`config.mk`:
```
export PLATFORM = sky130hd
export DESIGN_NAME = ahb_master_arbiter
export DESIGN_NICKNAME = d
export VERILOG_FILES = /design/src/rtl/ahb_master_arbiter.sv
export SDC_FILE = /design/constraint.sdc
export NUM_CORES = 1
export LEC_CHECK = 0
export CORE_AREA = 2 2 84 86
export CTS_CLUSTER_SIZE = 12
export DETAILED_ROUTE_END_ITERATION = 12
export DIE_AREA = 0 0 86 88
export DONT_BUFFER_PORTS = 1
export GPL_TIMING_DRIVEN = 0
export SETUP_SLACK_MARGIN = 0.05
export SLEW_MARGIN = 15
export SYNTH_ARGS = -nofsm -noshare
export SYNTH_HDL_FRONTEND = slang
export SYNTH_SLANG_ARGS = --single-unit
```
`constraint.sdc`:
```
create_clock -name HCLK -period 2.8 [get_ports HCLK]
set_input_delay 0.56 -clock HCLK [delete_from_list [all_inputs] [get_ports HCLK]]
set_output_delay 0.56 -clock HCLK [all_outputs]
set_load 0.02 [all_outputs]
```
`src/rtl/ahb_master_arbiter.sv`:
```
// Round-robin arbiter sharing one AHB-Lite slave port between NUM_MASTERS masters.
// Defining ARB_HOLD_LIMIT_EN caps how many beats an owner may run while others wait.
module ahb_master_arbiter #(
    parameter int NUM_MASTERS     = 2,
    parameter int ADDR_WIDTH      = 32,
    parameter int DATA_WIDTH      = 32,
    parameter int MAX_GRANT_BEATS = 8,
    localparam int MW = (NUM_MASTERS > 2) ? $clog2(NUM_MASTERS) : 1
) (
    input  logic                              HCLK,
    input  logic                              HRESETn,
    input  logic [NUM_MASTERS-1:0]            HBUSREQ,
    input  logic [NUM_MASTERS*ADDR_WIDTH-1:0] M_HADDR,
    input  logic [NUM_MASTERS*2-1:0]          M_HTRANS,
    input  logic [NUM_MASTERS-1:0]            M_HWRITE,
    input  logic [NUM_MASTERS*3-1:0]          M_HBURST,
    input  logic [NUM_MASTERS*DATA_WIDTH-1:0] M_HWDATA,
    input  logic                              HREADY,
    output logic [NUM_MASTERS-1:0]            HGRANT,
    output logic [MW-1:0]                     HMASTER,
    output logic [ADDR_WIDTH-1:0]             HADDR,
    output logic [1:0]                        HTRANS,
    output logic                              HWRITE,
    output logic [2:0]                        HBURST,
    output logic [DATA_WIDTH-1:0]             HWDATA
);

    // state     | meaning
    // ARB_PARK  | nobody requests; grant parked on last owner
    // ARB_OWN   | owner keeps bus while it requests
    // ARB_BURST | fixed-length burst in flight; grant locked
    typedef enum logic [1:0] {ARB_PARK, ARB_OWN, ARB_BURST} arb_state_e;

    localparam logic [1:0] TR_NONSEQ = 2'b10;
    localparam logic [1:0] TR_SEQ    = 2'b11;

    if (NUM_MASTERS < 2 || NUM_MASTERS > 4 || MAX_GRANT_BEATS < 1 || MAX_GRANT_BEATS > 255) begin : g_bad_params
        $error("ahb_master_arbiter: parameter out of range");
    end

    arb_state_e             state_q, state_d;
    logic [NUM_MASTERS-1:0] grant_q, grant_d;
    logic [MW-1:0]          addr_owner_q, addr_owner_d;
    logic [MW-1:0]          data_owner_q, data_owner_d;
    logic [MW-1:0]          rr_ptr_q, rr_ptr_d;
    logic [MW-1:0]          grant_idx, rr_winner;
    logic [3:0]             beat_cnt_q, beat_cnt_d;
    logic                   locked;
    logic                   hold_force;

    assign HGRANT  = grant_q;
    assign HMASTER = addr_owner_q;
    assign HADDR   = M_HADDR[int'(addr_owner_q)*ADDR_WIDTH +: ADDR_WIDTH];
    assign HTRANS  = M_HTRANS[int'(addr_owner_q)*2 +: 2];
    assign HWRITE  = M_HWRITE[addr_owner_q];
    assign HBURST  = M_HBURST[int'(addr_owner_q)*3 +: 3];
    assign HWDATA  = M_HWDATA[int'(data_owner_q)*DATA_WIDTH +: DATA_WIDTH];

    always_comb begin
        grant_idx = '0;
        for (int i = 0; i < NUM_MASTERS; i++)
            if (grant_q[i]) grant_idx = MW'(i);
    end

    // Scan downwards so the nearest requester after rr_ptr is the last one written.
    always_comb begin
        rr_winner = rr_ptr_q;
        for (int k = NUM_MASTERS; k >= 1; k--)
            if (HBUSREQ[(int'(rr_ptr_q) + k) % NUM_MASTERS])
                rr_winner = MW'((int'(rr_ptr_q) + k) % NUM_MASTERS);
    end

    always_comb begin
        beat_cnt_d = beat_cnt_q;
        if (HREADY) begin
            if (HTRANS == TR_NONSEQ) begin
                case (HBURST)
                    3'd2, 3'd3: beat_cnt_d = 4'd3;
                    3'd4, 3'd5: beat_cnt_d = 4'd7;
                    3'd6, 3'd7: beat_cnt_d = 4'd15;
                    default:    beat_cnt_d = 4'd0;
                endcase
            end else if (HTRANS == TR_SEQ && beat_cnt_q != 4'd0) begin
                beat_cnt_d = beat_cnt_q - 4'd1;
            end
        end
    end

    assign locked = (beat_cnt_d != 4'd0);

`ifdef ARB_HOLD_LIMIT_EN
    localparam logic [7:0] HOLD_LIMIT = 8'(MAX_GRANT_BEATS);
    logic [7:0] hold_cnt_q, hold_cnt_d, hold_cnt_inc;

    assign hold_cnt_inc = (HTRANS[1] && hold_cnt_q != 8'hFF) ? hold_cnt_q + 8'd1 : hold_cnt_q;
    assign hold_force   = (hold_cnt_inc >= HOLD_LIMIT) && ((HBUSREQ & ~grant_q) != '0);
    assign hold_cnt_d   = !HREADY ? hold_cnt_q : (grant_d != grant_q) ? 8'd0 : hold_cnt_inc;

    always_ff @(posedge HCLK or negedge HRESETn) begin
        if (!HRESETn) hold_cnt_q <= 8'd0;
        else          hold_cnt_q <= hold_cnt_d;
    end
`else
    assign hold_force = 1'b0;
`endif

    always_comb begin
        state_d      = state_q;
        grant_d      = grant_q;
        rr_ptr_d     = rr_ptr_q;
        addr_owner_d = addr_owner_q;
        data_owner_d = data_owner_q;
        if (HREADY) begin
            addr_owner_d = grant_idx;
            data_owner_d = addr_owner_q;
            if (locked) begin
                state_d = ARB_BURST;
            end else if (HBUSREQ == '0) begin
                state_d = ARB_PARK;
            end else if (state_q == ARB_PARK || !HBUSREQ[grant_idx] || hold_force) begin
                state_d            = ARB_OWN;
                rr_ptr_d           = rr_winner;
                grant_d            = '0;
                grant_d[rr_winner] = 1'b1;
            end else begin
                state_d = ARB_OWN;
            end
        end
    end

    always_ff @(posedge HCLK or negedge HRESETn) begin
        if (!HRESETn) begin
            state_q      <= ARB_PARK;
            grant_q      <= NUM_MASTERS'(1);
            addr_owner_q <= '0;
            data_owner_q <= '0;
            rr_ptr_q     <= MW'(NUM_MASTERS - 1);
            beat_cnt_q   <= 4'd0;
        end else begin
            state_q      <= state_d;
            grant_q      <= grant_d;
            addr_owner_q <= addr_owner_d;
            data_owner_q <= data_owner_d;
            rr_ptr_q     <= rr_ptr_d;
            beat_cnt_q   <= beat_cnt_d;
        end
    end

endmodule

```
* Yosys cells after proc, flatten, opt, wreduce, memory -nomap -nowiden
Cells that the tools add are included.
** Cells by class
- $lt $le $gt $ge :: 6
- Add/subtract/negate cells :: 3
- Reductions and logical operators :: 12
- Equality and inequality tests :: 8
- Shift-type cells :: 4
- Multiplexer cells :: 21
- $mul :: 1
- Bitwise logic cells :: 4
** Operators by type and width (number)
- $shiftx A64 B7 Y32 :: 2
- $mux W1 :: 15
- $eq A3 B3 Y1 const B :: 4
- $mux W4 :: 3
- $pmux W4 S3 :: 1
- $reduce_bool A4 Y1 :: 2
- $eq A3 B2 Y1 const B :: 2
- $lt A1 B2 Y1 const B :: 3
- $lt A2 B3 Y1 const B :: 2
- $reduce_or A2 Y1 :: 3
- $shiftx A6 B4 Y3 :: 1
- $eq A2 B2 Y1 const B :: 2
- $logic_not A2 Y1 :: 2
- $reduce_and A4 Y1 :: 1
- $shiftx A4 B3 Y2 :: 1
- $sub A4 B1 Y4 const B :: 1
- $mul A1 B2 Y3 const B :: 1
- $add A1 B1 Y1 const B :: 2
- $and A1 B1 Y1 const A :: 2
- $logic_and A1 B1 Y1 :: 2
- $mux W2 :: 1
- $not A1 Y1 :: 2
- $demux W1 S1 :: 1
- $ge A1 B1 Y1 const B :: 1
- other kinds (2) :: 2
** Word-level totals
- Word-level logic and storage cells :: 65
- Output and inout bits :: 73
- Input port bits :: 145
- Bits in registers :: 11

* Longest topological paths before layout
- Depth after elaboration :: 11
- Depth in mapped cells :: 8
- Depth with buffers taken out :: 8

* Worst setup path after synthesis
Ideal clock, no wire load.
- Path type :: register to register
- Start :: reg addr_owner_q, in the netlist HMASTER
- End :: reg rr_ptr_q
- Stages on the path, launching flop included :: 8
- Path buffers :: 2
- Arrival time :: 2.160 ns
- Clock period less this slack :: 2.243 ns
- Setup slack :: 0.557 ns
- Required time :: 2.717 ns
- Setup time :: 0.083 ns
- Cells stage by stage :: dfrtp_1 buf_6 buf_6 mux2_2 nand4_1 nand4_1 or3_4 o32a_1
** Between the ends
- Longest elaborated chain between the ends :: 10
- Elaborated cells on any way between the ends :: 22
- Classes of those cells :: mul: 1; eq/ne: 8; shift: 2; mux: 4; bitwise: 1; reduce/logical: 6
** Ends and longest elaborated chain
- from (decl) :: line 43 : logic [MW-1:0] addr_owner_q, addr_owner_d;
- from (signal assigned) :: line 142 : addr_owner_q <= addr_owner_d;
- $mul A1 B2 Y3 * :: line 56 : assign HBURST = M_HBURST[int'(addr_owner_q)*3 +: 3];
- $shiftx A6 B4 Y3 * :: line 56
- named net HBURST[1] :: line 24 : output logic [2:0] HBURST,
- $eq A3 B3 Y1 or $eq A3 B2 Y1 (tied branches) :: line 77 : case (HBURST)
- $reduce_or A2 Y1 :: line 77
- $pmux W4 S3 * :: line 77
- $mux W4 * :: line 76 : if (HTRANS == TR_NONSEQ) begin
- $mux W4 * :: line 75 : if (HREADY) begin
- named net beat_cnt_d[3] :: line 47 : logic [3:0] beat_cnt_q, beat_cnt_d;
- $reduce_bool A4 Y1 * :: line 89 : assign locked = (beat_cnt_d != 4'd0);
- $not A1 Y1 (no source line) *
- $reduce_and A4 Y1 (no source line) *
- to (signal assigned) :: line 137 : rr_ptr_q <= MW'(NUM_MASTERS - 1);
- to (signal assigned) :: line 144 : rr_ptr_q <= rr_ptr_d;
- to (decl) :: line 45 : logic [MW-1:0] rr_ptr_q, rr_ptr_d;
The timed path passes the listed nets; every way through them passes the cells marked *.
A chain may end at the register's enable or synchronous reset.

* Worst setup path in the final report
- Start :: reg addr_owner_q, in the netlist HMASTER
- End :: out HADDR[27]
** Between the ends
- Longest elaborated chain between the ends :: 1
** Ends and longest elaborated chain
- $shiftx A64 B7 Y32 :: line 53 : assign HADDR = M_HADDR[int'(addr_owner_q)*ADDR_WIDTH +: ADDR_WIDTH];
- to (decl) :: line 21 : output logic [ADDR_WIDTH-1:0] HADDR,
Every way passes these cells.

==> results.toml <==
[clocking]
cts_sinks = 11
root_buffer = "clkbuf_8"
numCtsBuffers = 3
clkTransAtPathRegs_ns = 0.05
hold_buffers = 0
clk_latency_ns = 0.24
ctsLongestPathBuffers = 2
tritoncts = "yes"
htreeDepth = 1

[synth]
syn_inst = 155
synth_top_area_frac = 0.5124
seq_area_frac_synth = 0.1780
syn_area_um2 = 1560
synth_cell_type_count = 44
synth.avg_cell_area_um2 = 10.07
synth_warnings = 0
syn-num-nets = 301
yosysTopAreaCell = "mux2_2"
synth_area_leaders = "mux2_2 (51%), dfrtp_1 (14%), dfstp_2 (3.4%), clkbuf_1 (2.2%), nand4_1 (1.6%)"
ys_ff_latch = 11

[power]
power_leakage_uw = 0.0006313
vdd_drop_max_mv = 0.1416
power.density_nw_per_um2 = 359.9

[sta]
finClkSkew_ns = 0.002314
fmax_mhz = 384.9
worstMarginPinSlew_ns = 0.5910
timing_hold_violations_final = 0
setup-tns-final_ns = 0
slew_violations = 0
period_share = 0.9279
setup_viol = 0
rsz0062_at_grt = "no"
relSlewSlack = 0.6060
min_period_ns = 2.598

[final_layout]
area_growth_pct = 9.703
drive_gt1_frac = 0.5535
fin_util = 0.2576
final_cell_mix = "mux2_2 (71), dfrtp_1 (9), clkbuf_1 (9)"
fin_area_um2 = 1712
finalNonFillerCells = 241
mostFrequentLayoutCell = "mux2_2"
finalNetCount = 306

[floorplan]
die_area_um2 = 7568
die_y_um = 88
die_w_um = 86
core_um2 = 6644
io_pins = 218
initial_core_util = 0.2348
row_count = 30

[worst_setup_path]
critPathKind = "flop to output pin"
cp_max_fo = 10
required_ns = 2.24
cp-start-kind = "flop"
crit_arrival_ns = 2.04
crit_path_end_kind = "output pin"

[placed_design]
dp_hpwl_um = 5740
place_area_um2 = 1660
place.gp.congestion = 0.9120
portBuffers = 0
place_inst = 235

[global_routing]
grt_pass1_vias = 1232
grt_start_max_net_pins = 12
grt.total_usage = 0.1489
grt_pass1_wl_um = 8052
antenna_found_initial = 3
overflow = 0

[drt]
wire_per_inst_um = 26.46
drtPass1Iterations = 4
drt_iter0_markers = 56
vias = 1357
drc = 0
wl_um = 6377
ant_nets = 0
routed_via_density = 5.631

[job]
cap_violations = 0

[hold_path]
hold_path_class = "primary input to async pin"

[status]
status = "finished clean"
-- flip-flops by register name, indices dropped and copies added, names as in the netlist --
name	count
state_q	2
rr_ptr_q	1
HMASTER	1
beat_cnt_q	4
HGRANT	2
data_owner_q	1
-- final cells by class --
class                           count  area (um2)
Inverter                            7       26.28
Antenna cell                        2       5.005
Clock buffer                        4       45.04
Fill cell                         691        4932
Tap cell                           80       100.1
Buffer                             12       65.06
Multi-Input combinational cell    125        1192
Sequential cell                    11       277.8
-- path summary, 6_finish.rpt --
check,start,end,slack [ns],depth (start not counted)
min in group HCLK,HBUSREQ[0],HGRANT[0]$_DFFE_PN1P_,0.49,2
max in group asynchronous,HRESETn,rr_ptr_q$_DFFE_PN1P_,2.61,0
max reg2reg,HMASTER$_DFFE_PN0P_,rr_ptr_q$_DFFE_PN1P_,0.28,7
min reg2reg,rr_ptr_q$_DFFE_PN1P_,rr_ptr_q$_DFFE_PN1P_,0.51,1
min,HRESETn,HGRANT[1]$_DFFE_PN0P_,0.02,0
max,HMASTER$_DFFE_PN0P_,HADDR[27],0.20,4
-- timing repair --
item	4_1_cts	5_1_grt
gates resized for setup	0	2
setup endpoints to repair	0	6
setup buffers	0	0
-- routing by layer --
metal | part of all wire | vias to the layer above | GRT usage
met2 | 0.43 | 111 | 0.2114
met1 | 0.48 | 646 | 0.2245
met4 | 0 | 2 | 0.01299
met3 | 0.090 | 2 | 0.04995
li1 | - | 596 | -
met5 | 0.0020 | - | 0
-- critical path, stage by stage (launching register included) --
cell	delay, ns
dfrtp_1	0.49
buf_6	0.19
buf_6	0.16
clkbuf_1	0.48
mux2_2	0.48
-- per-stage QoR --
step	power (uW)	setup WS, ns	hold WS, ns
after floorplan	425.9	0.5565	0.2644
after global placement	459.4	0.3270	0.2646
after detailed placement	461.4	0.2906	0.2647
after CTS	620.8	0.1139	0.009253
after global routing	646.9	0.1521	0.006151
final	616.0	0.2019	0.01508
-- synthesized netlist by cell type --
cell type,count
mux2_2,71
clkbuf_1,9
dfrtp_1,9
inv_1,6
nand4_1,4
nor2_1,4
nand2_1,3
nand3_1,3
nor3b_1,3
o21ai_0,3
buf_6,2
dfstp_2,2
mux2i_1,2
nand2b_1,2
o211ai_1,2
o22ai_1,2
a21oi_1,1
a221o_1,1
a2bb2oi_1,1
a41oi_1,1
and2_1,1
and3_1,1
and3b_2,1
buf_4,1
ha_1,1
inv_2,1
mux2_4,1
mux2i_2,1
nand2_2,1
nand3b_1,1
nor3_1,1
nor4_1,1
nor4_2,1
o2111ai_1,1
o21bai_1,1
o221ai_1,1
o31a_1,1
o32a_1,1
or2_1,1
or3_1,1
or3_4,1
or3b_1,1
or3b_4,1
or4_1,1
-- where the power goes --
group          switching, uW  internal [uW]  leakage (uW)
clock                   56.7           99.7     0.0000228
sequential              22.0            189      0.000112
combinational            158           90.3      0.000496
-- cells by family after synthesis --
family | after synthesis | synth area share
fa+ha+maj | 1 | 0.008018
buf+inv | 19 | 0.05773
flops | 11 | 0.1780
compound gates | 16 | 0.07618
simple gates | 33 | 0.1363
mux | 75 | 0.5437
No activity file was read; power rests on OpenSTA's default activity.
